$ cat config.mk
export PLATFORM = sky130hd
export DESIGN_NAME = mux2_sel_arbiter
export DESIGN_NICKNAME = d
export VERILOG_FILES = /design/src/rtl/mux2_sel_arbiter_pkg.sv /design/src/rtl/mux2_burst_counter.sv /design/src/rtl/mux2_sel_arbiter.sv
export SDC_FILE = /design/constraint.sdc
export NUM_CORES = 1
export LEC_CHECK = 0
export CAP_MARGIN = 10
export CORE_AREA = 2 2 39 41
export DETAILED_ROUTE_END_ITERATION = 12
export DIE_AREA = 0 0 41 43
export HOLD_SLACK_MARGIN = 0.05
export PLACE_DENSITY = 0.73
export RECOVER_POWER = 25
export REMOVE_ABC_BUFFERS = 1
export SYNTH_ARGS = -nofsm -noshare
export SYNTH_HDL_FRONTEND = slang
export SYNTH_HIERARCHICAL = 1
export SYNTH_SLANG_ARGS = --single-unit
$ cat constraint.sdc
create_clock -name clk -period 3.2 [get_ports clk]
set_input_delay 0.48 -clock clk [delete_from_list [all_inputs] [get_ports clk]]
set_output_delay 0.48 -clock clk [all_outputs]
set_load 0.1 [all_outputs]
$ cat src/rtl/mux2_sel_arbiter_pkg.sv
// Shared types for the 2:1 mux select arbiter: FSM state encoding and source identifiers.
package mux2_sel_arbiter_pkg;

    typedef enum logic [1:0] {
        IDLE = 2'd0,
        G1   = 2'd1,
        G2   = 2'd2
    } state_e;

    typedef enum logic {
        SRC1 = 1'b0,
        SRC2 = 1'b1
    } src_e;

    // Grant state that serves a given source.
    function automatic state_e grant_state(src_e src);
        return (src == SRC1) ? G1 : G2;
    endfunction

endpackage

$ cat src/rtl/mux2_burst_counter.sv
// Beat counter for one grant burst; clr has priority over inc, at_max flags the last beat.
module mux2_burst_counter
    import mux2_sel_arbiter_pkg::*;
#(
    parameter int BURST = 4,
    parameter int CW    = 3
) (
    input  logic          clk,
    input  logic          rst,
    input  logic          clr,
    input  logic          inc,
    output logic [CW-1:0] cnt,
    output logic          at_max
);

    localparam logic [CW-1:0] MAX = CW'(BURST - 1);

    logic [CW-1:0] cnt_q;
    logic [CW-1:0] cnt_d;

    always_comb begin
        cnt_d = cnt_q;
        if (clr) begin
            cnt_d = '0;
        end else if (inc) begin
            cnt_d = cnt_q + CW'(1);
        end
    end

    always_ff @(posedge clk or posedge rst) begin
        if (rst) begin
            cnt_q <= '0;
        end else begin
            cnt_q <= cnt_d;
        end
    end

    assign cnt    = cnt_q;
    assign at_max = (cnt_q == MAX);

endmodule

$ cat src/rtl/mux2_sel_arbiter.sv
// Round-robin burst arbiter that drives a registered, burst-stable select for a 2:1 mux.
//
// state | meaning
// IDLE  | no grant; s holds its last value
// G1    | source 1 (mux input x1) granted, s = 0
// G2    | source 2 (mux input x2) granted, s = 1
module mux2_sel_arbiter
    import mux2_sel_arbiter_pkg::*;
#(
    parameter int BURST = 4,
    parameter int CW    = 3
) (
    input  logic clk,
    input  logic rst,
    input  logic req1,
    input  logic req2,
    input  logic rdy,
    output logic s,
    output logic gnt1,
    output logic gnt2,
    output logic beat
);

    state_e state_q, state_d;
    src_e   last_q,  last_d;
    logic   s_q,     s_d;
    logic   gnt1_q,  gnt1_d;
    logic   gnt2_q,  gnt2_d;

    logic          cnt_clr;
    logic          cnt_inc;
    logic          cnt_at_max;
    logic [CW-1:0] cnt_unused;

    logic   own_req;
    logic   oth_req;
    src_e   own_src;
    state_e oth_state;
    logic   burst_end;

    mux2_burst_counter #(
        .BURST (BURST),
        .CW    (CW)
    ) u_burst_counter (
        .clk    (clk),
        .rst    (rst),
        .clr    (cnt_clr),
        .inc    (cnt_inc),
        .cnt    (cnt_unused),
        .at_max (cnt_at_max)
    );

    assign beat = ((gnt1_q & req1) | (gnt2_q & req2)) & rdy;

    always_comb begin
        state_d   = state_q;
        last_d    = last_q;
        cnt_clr   = 1'b0;
        cnt_inc   = 1'b0;
        own_req   = 1'b0;
        oth_req   = 1'b0;
        own_src   = SRC1;
        oth_state = G2;
        burst_end = 1'b0;

        case (state_q)
            IDLE: begin
                cnt_clr = 1'b1;
                if (req1 && req2) begin
                    state_d = (last_q == SRC2) ? G1 : G2;
                end else if (req1) begin
                    state_d = G1;
                end else if (req2) begin
                    state_d = G2;
                end
            end
            G1, G2: begin
                own_req   = (state_q == G1) ? req1 : req2;
                oth_req   = (state_q == G1) ? req2 : req1;
                own_src   = (state_q == G1) ? SRC1 : SRC2;
                oth_state = (state_q == G1) ? G2 : G1;
                // A beat on the final count and a dropped request both close the burst.
                burst_end = (beat && cnt_at_max) || !own_req;
                if (burst_end) begin
                    cnt_clr = 1'b1;
                    last_d  = own_src;
                    if (oth_req) begin
                        state_d = oth_state;
                    end else if (own_req) begin
                        state_d = grant_state(own_src);
                    end else begin
                        state_d = IDLE;
                    end
                end else begin
                    cnt_inc = beat;
                end
            end
            default: begin
                state_d = IDLE;
                cnt_clr = 1'b1;
            end
        endcase
    end

    always_comb begin
        s_d    = s_q;
        gnt1_d = (state_d == G1);
        gnt2_d = (state_d == G2);
        if (state_d == G1) begin
            s_d = 1'b0;
        end else if (state_d == G2) begin
            s_d = 1'b1;
        end
    end

    always_ff @(posedge clk or posedge rst) begin
        if (rst) begin
            state_q <= IDLE;
            last_q  <= SRC2;
            s_q     <= 1'b0;
            gnt1_q  <= 1'b0;
            gnt2_q  <= 1'b0;
        end else begin
            state_q <= state_d;
            last_q  <= last_d;
            s_q     <= s_d;
            gnt1_q  <= gnt1_d;
            gnt2_q  <= gnt2_d;
        end
    end

    assign s    = s_q;
    assign gnt1 = gnt1_q;
    assign gnt2 = gnt2_q;

endmodule

==> insert_results.sql, run 1 <==
INSERT INTO impl_metrics (metric_group, metric, value, unit) VALUES
('global_routing', 'grt_start_max_net_pins', '11', ''),
('setup_path', 'required', '2720', 'ps'),
('timing', 'drv_slew', '0', ''),
('timing', 'timing.final.hold_violations', '0', ''),
('yosys', 'synth_area', '631', 'um2'),
('yosys', 'synth.yosys.seq_area_share', '35.9', '%'),
('global_routing', 'grt_usage', '15.1', '%'),
('setup_path', 'startpoint_type_of_the_worst_setup_path', 'primary input', ''),
('yosys', 'synth_flop_cell', 'dfrtp_1', ''),
('yosys', 'synth.lib_cells_used.distinct', '29', ''),
('cts', 'htree_levels', '1', ''),
('cts', 'hold_fix_buffers_cts', '0', ''),
('timing', 'finalHoldWorstSlack', '528', 'ps'),
('drt', 'post_drt_wl_per_cell', '11.9', 'um'),
('yosys', 'yosysWarningCount', '6', ''),
('timing', 'unrepaired_setup_endpoints_after_global_routing', 'false', ''),
('pwr', 'cellLeakagePower', '0.337', 'nW'),
('timing', 'achievable-frequency', '428', 'MHz'),
('pwr', 'highest_ir_drop_seen_on_vdd', '0.604', 'mV'),
('pwr', 'power.density', '903', 'nW/um2'),
('cts', 'clock_path_buffers', '2', ''),
('die', 'floorplan.die.height', '43', 'um'),
('cts', 'cts-buffers-inserted', '3', ''),
('die', 'rows', '14', ''),
('drt', 'drt-total-wl', '1070', 'um'),
('setup_path', 'rr_startpoint', 'state_q[1]$_DFF_PP0_', ''),
('timing', 'period_needed', '2330', 'ps'),
('global_routing', 'number_of_global_route_vias_before_repair', '421', ''),
('outcome', 'run_status', 'finished, final reports clean', ''),
('cts', 'clk_root_buffer_cell', 'clkbuf_4', ''),
('yosys', 'library_cell_occupying_the_most_area_in_the_post_synthesis_netlist', 'dfrtp_1', ''),
('pwr', 'fin_total_pwr', '0.000664', 'W'),
('die', 'die_area', '1760', 'um2'),
('timing', 'setup_viol_count_final', '0', ''),
('drt', 'final_antenna_net_count', '0', ''),
('global_routing', 'global_route_wire_length_before_repair', '1770', 'um'),
('cts', 'clock_insertion_delay_worst_skew', '250', 'ps'),
('placed_design', 'post-dp-hpwl', '860', 'um'),
('die', 'num_io_pins', '9', ''),
('final_layout', 'num_antenna_cells', '0', ''),
('setup_path', 'crit_arrival', '1850', 'ps'),
('global_routing', 'grt_overflow_total', '0', ''),
('final_layout', 'design.final.nets', '88', ''),
('drt', 'drt_pass1_iterations', '4', ''),
('yosys', 'synth_top_area_share', '31.7', '%'),
('yosys', 'synth-seq-cells', '9', ''),
('yosys', 'syn_inst_count', '63', ''),
('placed_design', 'detailedPlace.worstSlack', '780', 'ps'),
('drt', 'routed-via-count', '470', ''),
('die', 'die_width', '41', 'um'),
('run', 'max_cap_viol_count', '0', ''),
('setup_path', 'cp-end-kind', 'output pin', ''),
('yosys', 'synth_edf_count', '0', ''),
('setup_path', 'worst-setup-path-type', 'in -> out', ''),
('global_routing', 'number_of_antenna_violations_at_the_first_check_in_global_routing', '0', ''),
('timing', 'fin_crit_sh', '73.0', '%'),
('timing', 'slew_headroom', '78.7', '%'),
('drt', 'drt-vias-per-instance', '5.22', ''),
('timing', 'postLayoutSetupSlackWorst', '865', 'ps'),
('timing', 'fin_skew', '7.33', 'ps'),
('cts', 'cts.repair_timing.setup_buffer_count', '0', ''),
('drt', 'post-route-drc-count', '0', ''),
('cts', 'cts_num_sinks', '9', ''),
('min_path', 'timing.hold.worst.start', 's$_DFFE_PP0P_', ''),
('final_layout', 'fillerInstances', '131', ''),
('cts', 'postCtsResizedCells', '0', ''),
('min_path', 'worstHoldPathType', 'reg -> reg', ''),
('cts', 'clkSlewWorstSetupHoldPaths', '60', 'ps'),
('yosys', 'synth_common_cells', 'dfrtp_1, ha_1, inv_1', ''),
('placed_design', 'gpl.final_weighted_congestion', '0.686', ''),
('drt', 'detail_route.iter0.violations', '9', ''),
('final_layout', 'syn_to_final_growth', '16.7', '%'),
('yosys', 'synth_top_cells_by_area', 'dfrtp_1, ha_1, dfstp_2', ''),
('final_layout', 'post_route_cells_drive_above_1_share', '18.9', '%'),
('timing', 'setup-tns-final', '0', 'ps'),
('setup_path', 'crit_start', 'req1', ''),
('placed_design', 'port_buffers', '8', ''),
('yosys', 'synthArstFlopShare', '100', '%'),
('yosys', 'synth.avg_cell_area', '10.0', 'um2'),
('cts', 'clock_tree_from_tritoncts', 'done', ''),
('setup_path', 'critPathMaxFanout', '10', ''),
('timing', 'max_slew.worst_pin.slew', '318', 'ps'),
('die', 'core_area', '1380', 'um2'),
('die', 'floorplan.initialDensity', '45.6', '%');
==> per-stage QoR <==
| step | util [%] | cells | instance area, um2 |
|---|---|---|---|
| after floorplan | - | 62 | 619 |
| after global placement | 51.3 | 86 | 709 |
| after detailed placement | 51.3 | 86 | 709 |
| after CTS | 53.2 | 90 | 736 |
| after global routing | 53.2 | 90 | 736 |
| final | 53.2 | 90 | 736 |
==> metal layers <==
layer / up-vias / GRT usage [%] / wire (um)
met1: 215 / 19.0 / 507
met2: 12 / 23.1 / 524
met5: - / 0 / 0
met3: 0 / 4.71 / 42
li1: 243 / - / -
met4: 0 / 6.00 / 0
==> final timing paths <==
kind,cells after the start,slack [ps],to
min in group asynchronous,2,560,u_burst_counter/cnt[2]$_DFFE_PP0P_
min reg2reg,2,530,s$_DFFE_PP0P_
max reg2reg,8,1110,s$_DFFE_PP0P_
max,4,870,beat
max in group asynchronous,2,2330,last_q$_DFFE_PP1P_
min,2,530,s$_DFFE_PP0P_
==> report_power, final <==
part           internal, W  total (W)  leakage, nW  switching (W)
Clock            0.0000477  0.0000815       0.0150      0.0000339
Combinational     0.000144   0.000399        0.208       0.000255
Sequential        0.000153   0.000184        0.114      0.0000313
Total             0.000344   0.000664        0.337       0.000320
==> layout by cell type, fill, tap and decap left out <==
cell and instances:
dfstp_2 1, o2bb2ai_1 1, clkbuf_1 1, and2b_2 1, nand4_1 1, buf_4 4
dlygate4sd3_1 1, mux2i_1 2, dfrtp_1 8, a22oi_2 2, o211ai_1 1, nor2_1 4
and2_2 1, clkbuf_4 3, o31ai_1 1, a31oi_1 1, nand2_1 3, o211a_4 1
ha_1 8, a211oi_1 1, o21ai_0 3, a21oi_1 5, or2b_1 2, nor3_1 1
nand3_1 1, inv_1 7, clkdlybuf4s50_1 3, a31o_1 1, nor2b_1 1, a21bo_1 1
a21o_1 1, mux2_2 1, xnor2_1 1
==> critical path: stages <==
cell             delay, ps
clkdlybuf4s50_1        570
a22oi_2                320
and2b_2                260
buf_4                  230
==> logic make-up after synthesis <==
kind of cell | synth area share, %
flip-flops | 35.9
AO/OA/AOI/OAI | 23.2
buffers and inverters | 5.95
XOR/XNOR | 1.39
multiplexers | 4.96
adder cells (fa/ha/maj) | 15.9
AND/OR/NAND/NOR | 12.7
==> sequential cells by signal, summed over array words and instances, names as in the netlist <==
signal / cells
u_burst_counter/cnt: 3
last_q: 1
s: 1
state_q: 2
gnt1: 1
gnt2: 1
==> area by class of cell <==
type	count	area [um2]	area share, %
repair buffers	8	70.1	9.52
flip-flops and latches	9	226	30.8
multi-input cells	46	367	49.8
clock buffers	4	26.3	3.57
inverters	7	26.3	3.57
well taps	16	20.0	2.72
No activity file was read; power rests on OpenSTA's default activity.
==> run 2, diff against run 1 <==
==> constraint.sdc (replaced) <==
create_clock -name clk -period 2.25 [get_ports clk]
set_input_delay 0.3375 -clock clk [delete_from_list [all_inputs] [get_ports clk]]
set_output_delay 0.3375 -clock clk [all_outputs]
set_load 0.1 [all_outputs]
==> insert_results.sql, run 2 (synthesis gave the netlist of run 1 again) <==
INSERT INTO impl_metrics (metric_group, metric, value, unit) VALUES
('outcome', 'run_status', 'finished, final reports clean', ''),
('global_routing', 'number_of_global_route_vias_before_repair', '494', ''),
('timing', 'unrepaired_setup_endpoints_after_global_routing', 'false', ''),
('timing', 'setup_viol_count_final', '0', ''),
('die', 'floorplan.die.height', '43', 'um'),
('cts', 'htree_levels', '1', ''),
('pwr', 'cellLeakagePower', '0.344', 'nW'),
('final_layout', 'design.final.nets', '89', ''),
('pwr', 'power.share.switching', '47.8', '%'),
('setup_path', 'crit_arrival', '2230', 'ps'),
('setup_path', 'required', '2390', 'ps'),
('final_layout', 'post_route_cells_drive_above_1_share', '20.0', '%'),
('timing', 'postLayoutSetupSlackWorst', '155', 'ps'),
('cts', 'clk_root_buffer_cell', 'clkbuf_4', ''),
('cts', 'clock_path_buffers', '2', ''),
('cts', 'clkSlewWorstSetupHoldPaths', '60', 'ps'),
('die', 'die_width', '41', 'um'),
('final_layout', 'layout_common_cells', 'ha_1, dfrtp_1, inv_1', ''),
('drt', 'drt-total-wl', '1110', 'um'),
('setup_path', 'critPathMaxFanout', '6', ''),
('drt', 'routed-via-count', '472', ''),
('timing', 'max_slew.worst_pin.slew', '277', 'ps'),
('setup_path', 'timing.reg2reg.worst_path_depth', '8', ''),
('drt', 'post-route-drc-count', '0', ''),
('drt', 'post_drt_wl_per_cell', '12.2', 'um'),
('cts', 'clock_insertion_delay_worst_skew', '250', 'ps'),
('global_routing', 'grt_usage', '16.8', '%'),
('cts', 'cts-buffers-inserted', '3', ''),
('setup_path', 'worst-setup-path-type', 'reg -> reg', ''),
('setup_path', 'r2r-end', 's$_DFFE_PP0P_', ''),
('timing', 'finalHoldWorstSlack', '415', 'ps'),
('die', 'die_area', '1760', 'um2'),
('die', 'core_area', '1380', 'um2'),
('pwr', 'highest_ir_drop_seen_on_vdd', '0.704', 'mV'),
('pwr', 'intPower', '0.000499', 'W'),
('timing', 'period_needed', '2090', 'ps'),
('cts', 'clock_tree_from_tritoncts', 'done', ''),
('timing', 'fin_crit_sh', '93.1', '%'),
('final_layout', 'largest_reg_flops', '3', ''),
('pwr', 'power_switching', '0.000457', 'W'),
('pwr', 'power.density', '1270', 'nW/um2'),
('drt', 'drt-vias-per-instance', '5.19', ''),
('die', 'num_io_pins', '9', ''),
('timing', 'drv_slew', '0', ''),
('final_layout', 'num_antenna_cells', '0', ''),
('pwr', 'power_frac_comb', '60.3', '%'),
('global_routing', 'grt_start_max_net_pins', '9', ''),
('timing', 'fin_skew', '3.39', 'ps'),
('run', 'max_cap_viol_count', '0', ''),
('min_path', 'worstHoldPathType', 'in -> async', ''),
('cts', 'cts.repair_timing.setup_buffer_count', '0', ''),
('timing', 'achievable-frequency', '477', 'MHz'),
('die', 'floorplan.initialDensity', '45.6', '%'),
('drt', 'detail_route.iter0.violations', '8', ''),
('pwr', 'seq_power_share', '27.3', '%'),
('die', 'rows', '14', ''),
('setup_path', 'cp-end-kind', 'flip-flop', ''),
('final_layout', 'syn_to_final_growth', '19.8', '%'),
('cts', 'cts_num_sinks', '9', ''),
('placed_design', 'port_buffers', '8', ''),
('global_routing', 'global_route_wire_length_before_repair', '1920', 'um'),
('placed_design', 'dpl-instance-area', '729', 'um2'),
('timing', 'timing.final.hold_violations', '0', ''),
('pwr', 'fin_total_pwr', '0.000956', 'W'),
('placed_design', 'gpl.final_weighted_congestion', '0.658', ''),
('cts', 'postCtsResizedCells', '0', ''),
('placed_design', 'detailedPlace.worstSlack', '7.83', 'ps'),
('global_routing', 'grt_overflow_total', '0', ''),
('setup_path', 'ff2ff_setup_slack', '160', 'ps'),
('cts', 'hold_fix_buffers_cts', '0', ''),
('final_layout', 'total_non_filler_cell_area_in_the_finished_layout', '756', 'um2'),
('placed_design', 'post-dp-hpwl', '924', 'um'),
('setup_path', 'rr_startpoint', 'state_q[1]$_DFF_PP0_', ''),
('drt', 'final_antenna_net_count', '0', ''),
('setup_path', 'startpoint_type_of_the_worst_setup_path', 'flip-flop', ''),
('timing', 'slew_headroom', '81.7', '%'),
('global_routing', 'number_of_antenna_violations_at_the_first_check_in_global_routing', '0', ''),
('drt', 'drt_pass1_iterations', '4', ''),
('pwr', 'fraction_of_power_consumed_by_the_clock_network', '12.3', '%');
## run 2: power groups by stage
stage	sequential, W	combinational [W]	clock, W
final	0.000261	0.000577	0.000118
after global placement	0.000262	0.000573	0
after floorplan	0.000387	0.000330	0
after detailed placement	0.000263	0.000585	0
after global routing	0.000268	0.000633	0.000138
after CTS	0.000261	0.000586	0.000125
## run 2: worst max-delay path: stages, from the launching register on
cell	delay (ps)
dfrtp_1	400
inv_1	90
ha_1	270
mux2_2	380
o211a_4	160
a22oi_2	200
a21o_1	140
ha_1	230
mux2i_1	120
## run 2: final cells by class
class,instances,area (um2)
fill,135,628
multi-input combinational,46,367
sequential,9,226
timing repair buffer,9,90.1
clock buffer,4,26.3
inverter,7,26.3
tap,16,20.0
## run 2: metrics by stage
step	std cells	util (%)	TNS [ps]
2_1_floorplan	62	-	-405
3_3_place_gp	87	52.7	0
3_5_place_dp	87	52.7	0
4_1_cts	91	54.6	0
5_1_grt	91	54.6	0
6_report	91	54.6	0
## run 2: how the worst max path moves through the flow
stage | slack [ps] | cells past startpoint | to | start
finish | 160 | 8 | s$_DFFE_PP0P_ | state_q[1]$_DFF_PP0_
CTS | 150 | 8 | s$_DFFE_PP0P_ | state_q[1]$_DFF_PP0_
floorplan | -150 | 5 | u_burst_counter/cnt[1]$_DFFE_PP0P_ | gnt1$_DFF_PP0_
detailed placement | 8 | 8 | s$_DFFE_PP0P_ | req1
global placement | 80 | 7 | s$_DFFE_PP0P_ | req2
global route | 30 | 8 | s$_DFFE_PP0P_ | state_q[1]$_DFF_PP0_
## run 2: routing by layer
layer / track usage, % / share of wire (%)
met3: 3.14 / 3.8
met5: 0 / 0
met2: 24.7 / 49
met1: 21.0 / 46
met4: 12.0 / 1.4
